[config.mk]
export PLATFORM = sky130hd
export DESIGN_NAME = serial_cmd_decoder
export DESIGN_NICKNAME = d
export VERILOG_FILES = /design/src/rtl/serial_cmd_decoder.sv
export SDC_FILE = /design/constraint.sdc
export NUM_CORES = 1
export LEC_CHECK = 0
export ABC_AREA = 1
export BUFFER_PORTS_ARGS = -buffer_cell sky130_fd_sc_hd__buf_4
export CAP_MARGIN = 10
export CORE_MARGIN = 5
export CORE_UTILIZATION = 40
export DETAILED_ROUTE_END_ITERATION = 12
export PLACE_DENSITY = 0.61
export SETUP_SLACK_MARGIN = 0.15
export SLEW_MARGIN = 10
export SYNTH_ARGS = -nofsm -noshare
export SYNTH_HDL_FRONTEND = slang
export SYNTH_SLANG_ARGS = --single-unit
[constraint.sdc]
create_clock -name clk -period 4.7 [get_ports clk]
set_clock_uncertainty 0.1 [all_clocks]
set_input_delay 0.94 -clock clk [delete_from_list [all_inputs] [get_ports clk]]
set_output_delay 0.94 -clock clk [all_outputs]
set_load 0.03 [all_outputs]
[src/rtl/serial_cmd_decoder.sv]
// serial_cmd_decoder
// Assembles 11-byte command frames from a UART byte stream:
//   A5, opcode, addr[7:0..31:24], data[7:0..31:24], checksum
// The checksum is the XOR of opcode through data[31:24]. A decoded command is
// presented with a valid/ready handshake and held stable until it is accepted.
// Rejected frames, inter-byte timeouts and bytes arriving while a command is
// held all bump a saturating error counter.

module serial_cmd_decoder #(
   parameter int TIMEOUT_CYCLES = 20000
) (
   input  logic        clk,
   input  logic        i_rst,
   input  logic [7:0]  i_data,
   input  logic        i_en,
   output logic        o_cmd_valid,
   input  logic        i_cmd_ready,
   output logic [7:0]  o_cmd_op,
   output logic [31:0] o_cmd_addr,
   output logic [31:0] o_cmd_data,
   output logic [7:0]  o_err_cnt,
   output logic        o_busy
);

   localparam logic [2:0] ST_IDLE = 3'd0;
   localparam logic [2:0] ST_OP   = 3'd1;
   localparam logic [2:0] ST_ADDR = 3'd2;
   localparam logic [2:0] ST_DATA = 3'd3;
   localparam logic [2:0] ST_CSUM = 3'd4;
   localparam logic [2:0] ST_HOLD = 3'd5;

   localparam logic [7:0] SYNC_BYTE = 8'hA5;

   // The gap counter only needs to reach TIMEOUT_CYCLES-1; the next idle
   // cycle after that is the timeout itself.
   localparam int GAP_W = (TIMEOUT_CYCLES > 1) ? $clog2(TIMEOUT_CYCLES) : 1;
   localparam logic [GAP_W-1:0] GAP_LAST = GAP_W'(TIMEOUT_CYCLES - 1);

   logic [2:0]       state_q,    state_d;
   logic [1:0]       idx_q,      idx_d;
   logic [7:0]       csum_q,     csum_d;
   logic [GAP_W-1:0] gap_q,      gap_d;
   logic [7:0]       op_q,       op_d;
   logic [31:0]      addr_q,     addr_d;
   logic [31:0]      data_q,     data_d;
   logic [7:0]       out_op_q,   out_op_d;
   logic [31:0]      out_addr_q, out_addr_d;
   logic [31:0]      out_data_q, out_data_d;
   logic [7:0]       err_q,      err_d;
   logic             err_inc;

   // Next-state logic: frame parsing, inter-byte timeout and error counting.
   always_comb begin
      // NOTE: every variable gets a default first so no path leaves it unassigned (no latch).
      state_d    = state_q;
      idx_d      = idx_q;
      csum_d     = csum_q;
      gap_d      = gap_q;
      op_d       = op_q;
      addr_d     = addr_q;
      data_d     = data_q;
      out_op_d   = out_op_q;
      out_addr_d = out_addr_q;
      out_data_d = out_data_q;
      err_inc    = 1'b0;

      case (state_q)
         ST_IDLE: begin
            // Anything other than the sync byte is line noise, not an error.
            if (i_en && i_data == SYNC_BYTE) begin
               state_d = ST_OP;
            end
         end
         ST_OP: begin
            if (i_en) begin
               op_d    = i_data;
               csum_d  = i_data;
               idx_d   = 2'd0;
               state_d = ST_ADDR;
            end
         end
         ST_ADDR: begin
            if (i_en) begin
               addr_d[8*idx_q +: 8] = i_data;
               csum_d               = csum_q ^ i_data;
               idx_d                = idx_q + 2'd1;
               if (idx_q == 2'd3) begin
                  state_d = ST_DATA;
               end
            end
         end
         ST_DATA: begin
            if (i_en) begin
               data_d[8*idx_q +: 8] = i_data;
               csum_d               = csum_q ^ i_data;
               idx_d                = idx_q + 2'd1;
               if (idx_q == 2'd3) begin
                  state_d = ST_CSUM;
               end
            end
         end
         ST_CSUM: begin
            if (i_en) begin
               if (i_data == csum_q) begin
                  // Outputs change only here, so the consumer never sees a partial frame.
                  state_d    = ST_HOLD;
                  out_op_d   = op_q;
                  out_addr_d = addr_q;
                  out_data_d = data_q;
               end else begin
                  state_d = ST_IDLE;
                  err_inc = 1'b1;
               end
            end
         end
         ST_HOLD: begin
            // A byte here is dropped even on the accepting cycle; it is never
            // reinterpreted as the sync of a new frame.
            if (i_en) begin
               err_inc = 1'b1;
            end
            if (i_cmd_ready) begin
               state_d = ST_IDLE;
            end
         end
         default: begin
            state_d = ST_IDLE;
         end
      endcase

      // The gap timer runs only while a frame is partially received.
      if (state_q inside {ST_OP, ST_ADDR, ST_DATA, ST_CSUM}) begin
         if (i_en) begin
            gap_d = '0;
         end else if (gap_q == GAP_LAST) begin
            state_d = ST_IDLE;
            gap_d   = '0;
            err_inc = 1'b1;
         end else begin
            gap_d = gap_q + 1'b1;
         end
      end

      err_d = err_q;
      if (err_inc && err_q != 8'hFF) begin
         err_d = err_q + 8'd1;
      end
   end

   // State and datapath registers with synchronous reset.
   always_ff @(posedge clk) begin
      // NOTE: sequential state uses non-blocking assignments so all registers update together.
      if (i_rst) begin
         // NOTE: the datapath registers are reset too, because the command outputs must read zero after reset.
         state_q    <= ST_IDLE;
         idx_q      <= 2'd0;
         csum_q     <= 8'd0;
         gap_q      <= '0;
         op_q       <= 8'd0;
         addr_q     <= 32'd0;
         data_q     <= 32'd0;
         out_op_q   <= 8'd0;
         out_addr_q <= 32'd0;
         out_data_q <= 32'd0;
         err_q      <= 8'd0;
      end else begin
         state_q    <= state_d;
         idx_q      <= idx_d;
         csum_q     <= csum_d;
         gap_q      <= gap_d;
         op_q       <= op_d;
         addr_q     <= addr_d;
         data_q     <= data_d;
         out_op_q   <= out_op_d;
         out_addr_q <= out_addr_d;
         out_data_q <= out_data_d;
         err_q      <= err_d;
      end
   end

   assign o_cmd_valid = (state_q == ST_HOLD);
   assign o_busy      = (state_q != ST_IDLE);
   assign o_cmd_op    = out_op_q;
   assign o_cmd_addr  = out_addr_q;
   assign o_cmd_data  = out_data_q;
   assign o_err_cnt   = err_q;

endmodule

==> out/results.ini, run 1 <==
[global_routing]
grt_start_max_net_pins = 102
grtUsageTotal_pct = 17.0
antenna_found_initial = 0
grt_pass1_vias = 5721
grt_overflow = 0
grt_pass1_wl_um = 29600

[timing]
fin_tns_setup_ps = 0
setup-violations-final = 0
max_freq_mhz = 331
fin_crit_sh_pct = 64.3
layout_min_cycle_time_ps = 3020
finalHoldViolations = 0
finalMaxSlewViolations = 0
rsz0062_at_grt = false
worst_slew_pin_slew_ps = 991
slew_headroom_pct = 33.7
fin_ws_ps = 1680

[synthesis]
synthCells = 959
syn_nets = 978
yosys.area.top_type = dfxtp_1
avgSynthCellArea_um2 = 7.69
synth_cell_type_count = 38
syn_area_mm2 = 0.00737
yosysSeqAreaShare_pct = 48.9
synthTopCellsByCount = dfxtp_1, o21ai_0, a21oi_1
yosysWarnings = 0
yosysMostFrequentCell = dfxtp_1
synth_edf_count = 0
netlist.area_leader.share_pct = 48.9
ys_seq_elements = 180
synth.area.top_cells = dfxtp_1, o21ai_0, a21oi_1
ys_async_sr_fraction_pct = 0
synthFlopType = dfxtp_1

[flow_run]
drv_cap = 0

[floorplan]
fp.dieH_um = 146
num_rows = 49
dieArea_mm2 = 0.0213
coreArea_mm2 = 0.0181
io_pins = 94
initial_utilization_pct = 40.8
die-width_um = 146

[critical_path]
critPathMaxFanout = 15
endpoint_kind = flop
crit_required_ps = 4950
cp-start-kind = flop
crit_type = flop to flop
crit_arrival_ps = 3280

[final_layout]
fin_area_mm2 = 0.00881
fillers = 1808
area_growth_pct = 19.5
fin_nets = 1050
seq_area_mm2 = 0.00360
fin_util_pct = 48.7
layout-drive-gt1-share_pct = 15.3
diodes = 0
multiInputGateArea_mm2 = 0.00305

[cts]
cts.sinks = 180
root_buffer = clkbuf_16
cts_setup_buffers = 0
cts_tree = built
numCtsBuffers = 17
postCtsHoldBufs = 0
cts_buffer_depth = 2
h-tree-depth = 4
path_clk_slew_ps = 70
cts_resized = 0
insertion_delay_ps = 430

[placed_design]
place_congestion = 0.878
place.port_buffers = 93
dpl_cell_area_mm2 = 0.00818
detailed_place_hpwl_um = 12500
pre_cts_ws_ps = 1540

[min_path]
hold_class = flop to flop

[route]
dr.pass1.iters = 6
via_per_inst = 4.96
wl_per_cell_um = 14.1
drc_errors = 0
wl_um = 18000
ant_nets = 0
vias = 6311
drtIter0Drc = 427

[power_and_ir_drop]
irDropWorstVdd_v = 0.000287
cellLeakagePower_nw = 3.50
power_density_mw_per_mm2 = 355

[outcome]
status = finished, final reports clean

-- layout by cell type (no fill, tap or decap), types with 2 or more instances in the layout --
| cell type | instances |
|---|---|
| xnor2_1 | 8 |
| inv_2 | 10 |
| o22ai_1 | 2 |
| nor3_1 | 20 |
| clkinv_1 | 2 |
| nand2_1 | 92 |
| nand2_2 | 2 |
| a31oi_1 | 2 |
| buf_4 | 94 |
| a211oi_2 | 2 |
| a21oi_1 | 135 |
| nor2_4 | 10 |
| clkbuf_16 | 17 |
| buf_12 | 2 |
| a211oi_1 | 7 |
| nand3_1 | 24 |
| nor4_1 | 2 |
| nor2_1 | 122 |
| inv_6 | 3 |
| xor2_1 | 4 |
| dfxtp_1 | 180 |
| nand4_1 | 11 |
| nor2_2 | 2 |
| o21ai_0 | 145 |
| bufinv_16 | 4 |
| inv_1 | 116 |
| ha_1 | 7 |
| clkinv_4 | 4 |
| clkinv_2 | 2 |
-- flip-flops by register name, indices dropped and copies added (netlist names) --
register	cells
addr_q	32
csum_q	8
data_q	32
gap_q	15
idx_q	2
o_cmd_addr	32
o_cmd_data	32
o_cmd_op	8
o_err_cnt	8
op_q	8
state_q	3
-- routing by layer --
metal | wire [um] | track usage, % | vias to the layer above
li1 | - | - | 3290
met1 | 9190 | 25.2 | 2872
met2 | 7720 | 24.6 | 136
met3 | 864 | 4.27 | 13
met4 | 187 | 4.56 | 0
met5 | 0 | 0 | -
-- metrics by stage --
stage	instances	hold WS [ps]	power (mW)
after global placement	1241	336	1.64
after detailed placement	1241	337	1.64
after global routing	1273	361	3.24
after floorplan	959	336	1.61
after CTS	1273	347	3.16
final	1273	344	3.13
-- area by class of cell --
type / count / share of cell area (%)
sequential: 180 / 40.9
multi-input combinational: 607 / 34.6
timing repair buffer: 96 / 8.46
inverter: 129 / 5.52
clock buffer: 18 / 4.98
tap: 229 / 3.25
clock inverter: 14 / 2.26
-- where the power goes --
group | total (mW) | leakage [nW] | switching [mW] | internal, mW
sequential | 1.53 | 1.45 | 0.000250 | 1.52
clock | 1.53 | 0.311 | 0.619 | 0.911
combinational | 0.0759 | 1.74 | 0.0541 | 0.0218
-- path summary, 6_finish.rpt --
path | start | to | slack [ps] | cells past startpoint
worst max-delay path | idx_q[0] | addr_q[18] | 1680 | 8
worst min-delay path | o_cmd_addr[11] | o_cmd_addr[11] | 340 | 2
worst max register to register | idx_q[0] | addr_q[18] | 1680 | 8
worst min register to register | o_cmd_addr[11] | o_cmd_addr[11] | 340 | 2
-- logic make-up (layout without fill, tap and decap cells) --
family	after synthesis	after routing	share of synthesized area, %
flops	180	180	48.9
xor+xnor	13	13	1.65
compound gates	295	295	20.6
simple gates	292	292	18.0
buf+inv	172	257	9.74
fa+ha+maj	7	7	1.19
-- critical path, cell delays in order (launching register included) --
cell     delay [ps]
dfxtp_1         670
inv_1           240
ha_1            640
inv_1           210
nor2_1          350
inv_1           170
nor3_1          340
nand2_1          90
a21oi_1         140
No activity file was read; power rests on OpenSTA's default activity.
==> inputs of run 2 (changes only) <==
--- a/config.mk
+++ b/config.mk
@@ -11,7 +11,7 @@
 export CORE_MARGIN = 5
 export CORE_UTILIZATION = 40
 export DETAILED_ROUTE_END_ITERATION = 12
-export PLACE_DENSITY = 0.61
+export PLACE_DENSITY = 0.63
 export SETUP_SLACK_MARGIN = 0.15
 export SLEW_MARGIN = 10
 export SYNTH_ARGS = -nofsm -noshare
==> constraint.sdc (replaced) <==
create_clock -name clk -period 2.66 [get_ports clk]
set_clock_uncertainty 0.1 [all_clocks]
set_input_delay 0.532 -clock clk [delete_from_list [all_inputs] [get_ports clk]]
set_output_delay 0.532 -clock clk [all_outputs]
set_load 0.03 [all_outputs]
==> out/results.ini, run 2 (synthesis gave the netlist of run 1 again) <==
[timing]
rsz0062_at_grt = false
slew_headroom_pct = 67.0  ; +33 points
worst_slew_pin_slew_ps = 494  ; -497 ps
max_freq_mhz = 474  ; +43%
finalMaxSlewViolations = 0  ; unchanged
whs_ps = 330  ; -14.1 ps
layout_min_cycle_time_ps = 2110  ; -915 ps
setup-violations-final = 0  ; unchanged
fin_tns_setup_ps = 0  ; unchanged
finalHoldViolations = 0  ; unchanged
fin_crit_sh_pct = 79.2  ; +15 points

[power_and_ir_drop]
irDropWorstVdd_v = 0.000465  ; +62%
power_density_mw_per_mm2 = 599  ; +69%
cellLeakagePower_nw = 3.52  ; +0.43%

[cts]
path_clk_slew_ps = 70  ; about the same
numCtsBuffers = 17  ; unchanged
cts_resized = 0  ; unchanged
cts_buffer_depth = 2  ; unchanged
insertion_delay_ps = 430  ; about the same
postCtsHoldBufs = 0  ; unchanged
cts.sinks = 180  ; unchanged
cts_tree = built
cts_setup_buffers = 0  ; unchanged
h-tree-depth = 4  ; unchanged
root_buffer = clkbuf_16

[min_path]
hold_class = primary input to flop
hp-start = i_data[5]
hold_path_depth = 4  ; +2
whs_endpoint = csum_q[5]

[final_layout]
fin_area_mm2 = 0.00884  ; +0.34%
fin_nets = 1060  ; +0.95%
layout-drive-gt1-share_pct = 16.1  ; +0.80 points
area_growth_pct = 19.9
mostFrequentLayoutCell = dfxtp_1
diodes = 0  ; unchanged
final_cell_mix = dfxtp_1, o21ai_0, a21oi_1
fin_util_pct = 48.9  ; +0.17 points

[placed_design]
dpl_cell_area_mm2 = 0.00826  ; +1.1%
place.port_buffers = 93  ; unchanged
place_congestion = 0.826  ; -5.9%
detailed_place_hpwl_um = 12600  ; +0.31%

[floorplan]
io_pins = 94  ; unchanged
initial_utilization_pct = 40.8  ; unchanged
fp.dieH_um = 146  ; unchanged
num_rows = 49  ; unchanged
dieArea_mm2 = 0.0213  ; unchanged
coreArea_mm2 = 0.0181  ; unchanged
die-width_um = 146  ; unchanged

[route]
via_per_inst = 4.93  ; -0.54%
drc_errors = 0  ; unchanged
vias = 6326  ; +0.24%
wl_um = 17800  ; -1.1%
drtIter0Drc = 577  ; +35%
ant_nets = 0  ; unchanged
dr.pass1.iters = 5  ; -1
wl_per_cell_um = 13.8  ; -1.9%

[critical_path]
r2r-end = o_err_cnt[2]
crit_required_ps = 2850  ; -2100 ps
endpoint_kind = flop
cp-start-kind = flop
reg2reg_depth = 10  ; +2
critPathMaxFanout = 10  ; -5
crit_arrival_ps = 2300  ; -980 ps
crit_type = flop to flop
regToRegStartpoint = gap_q[0]
rrSetupSlack_ps = 550  ; -1130 ps

[global_routing]
antenna_found_initial = 0  ; unchanged
grt_overflow = 0  ; unchanged
grt_start_max_net_pins = 76  ; -25%
grt_pass1_vias = 5816  ; +1.7%
grtUsageTotal_pct = 16.9  ; -0.14 points
grt_pass1_wl_um = 29700  ; +0.30%

[outcome]
status = finished, final reports clean

[flow_run]
drv_cap = 0  ; unchanged

run 2: cell types whose count changed in the layout (fill, tap and decap cells not counted), sizes merged:
cell      previous run  this run
clkinvlp             1         4
inv                130       133
buf                 96       106
clkinv               8         5
bufinv               4         1
run 2: critical path, cell delays in order, from the launching register on:
cell,delay [ps]
dfxtp_1,380
ha_1,180
nand2_1,140
nor2_1,160
nand2_1,100
nor3_1,190
nand3_1,130
nand2_2,210
nand2_1,210
nand2_1,110
a21oi_1,60
run 2: layer usage:
layer	vias up	track usage, %	wire, um
met5	-	0	0
met4	0	4.70	195
met3	14	4.14	988
met2	154	24.9	7740
met1	2850	24.5	8830
li1	3308	-	-
run 2: metrics by stage:
step | setup slack, ps | power (mW) | std cells
final | 552 | 5.29 | 1283
after CTS | 538 | 5.35 | 1283
after global routing | 233 | 5.48 | 1283
after detailed placement | 247 | 2.89 | 1251
after global placement | 268 | 2.89 | 1251
after floorplan | 502 | 2.84 | 959
run 2: final cells by class:
cell class | instances | area [um^2]
Multi-Input combinational cell | 607 | 3050
Sequential cell | 180 | 3600
Fill cell | 1811 | 9240
Clock inverter | 14 | 141
Clock buffer | 18 | 439
Tap cell | 229 | 287
Inverter | 129 | 487
Timing Repair Buffer | 106 | 833
run 2: worst max-delay path by stage:
| stage | startpoint | slack, ps | to | cells past startpoint |
|---|---|---|---|---|
| 6_report | gap_q[0] | 550 | o_err_cnt[2] | 10 |
| 4_1_cts | gap_q[0] | 540 | o_err_cnt[2] | 10 |
| 5_1_grt | gap_q[0] | 230 | o_err_cnt[2] | 10 |
| 3_3_place_gp | i_data[1] | 270 | o_cmd_addr[21] | 9 |
| 3_5_place_dp | i_data[1] | 250 | o_cmd_addr[12] | 9 |
| 2_1_floorplan | idx_q[0] | 500 | addr_q[18] | 9 |
run 2: where the power goes:
group          internal (mW)  switching (mW)  total, mW
Sequential              2.69        0.000419       2.69
Clock                   1.34            1.12       2.46
Combinational         0.0427          0.0967      0.139
Total                   4.08            1.22       5.29
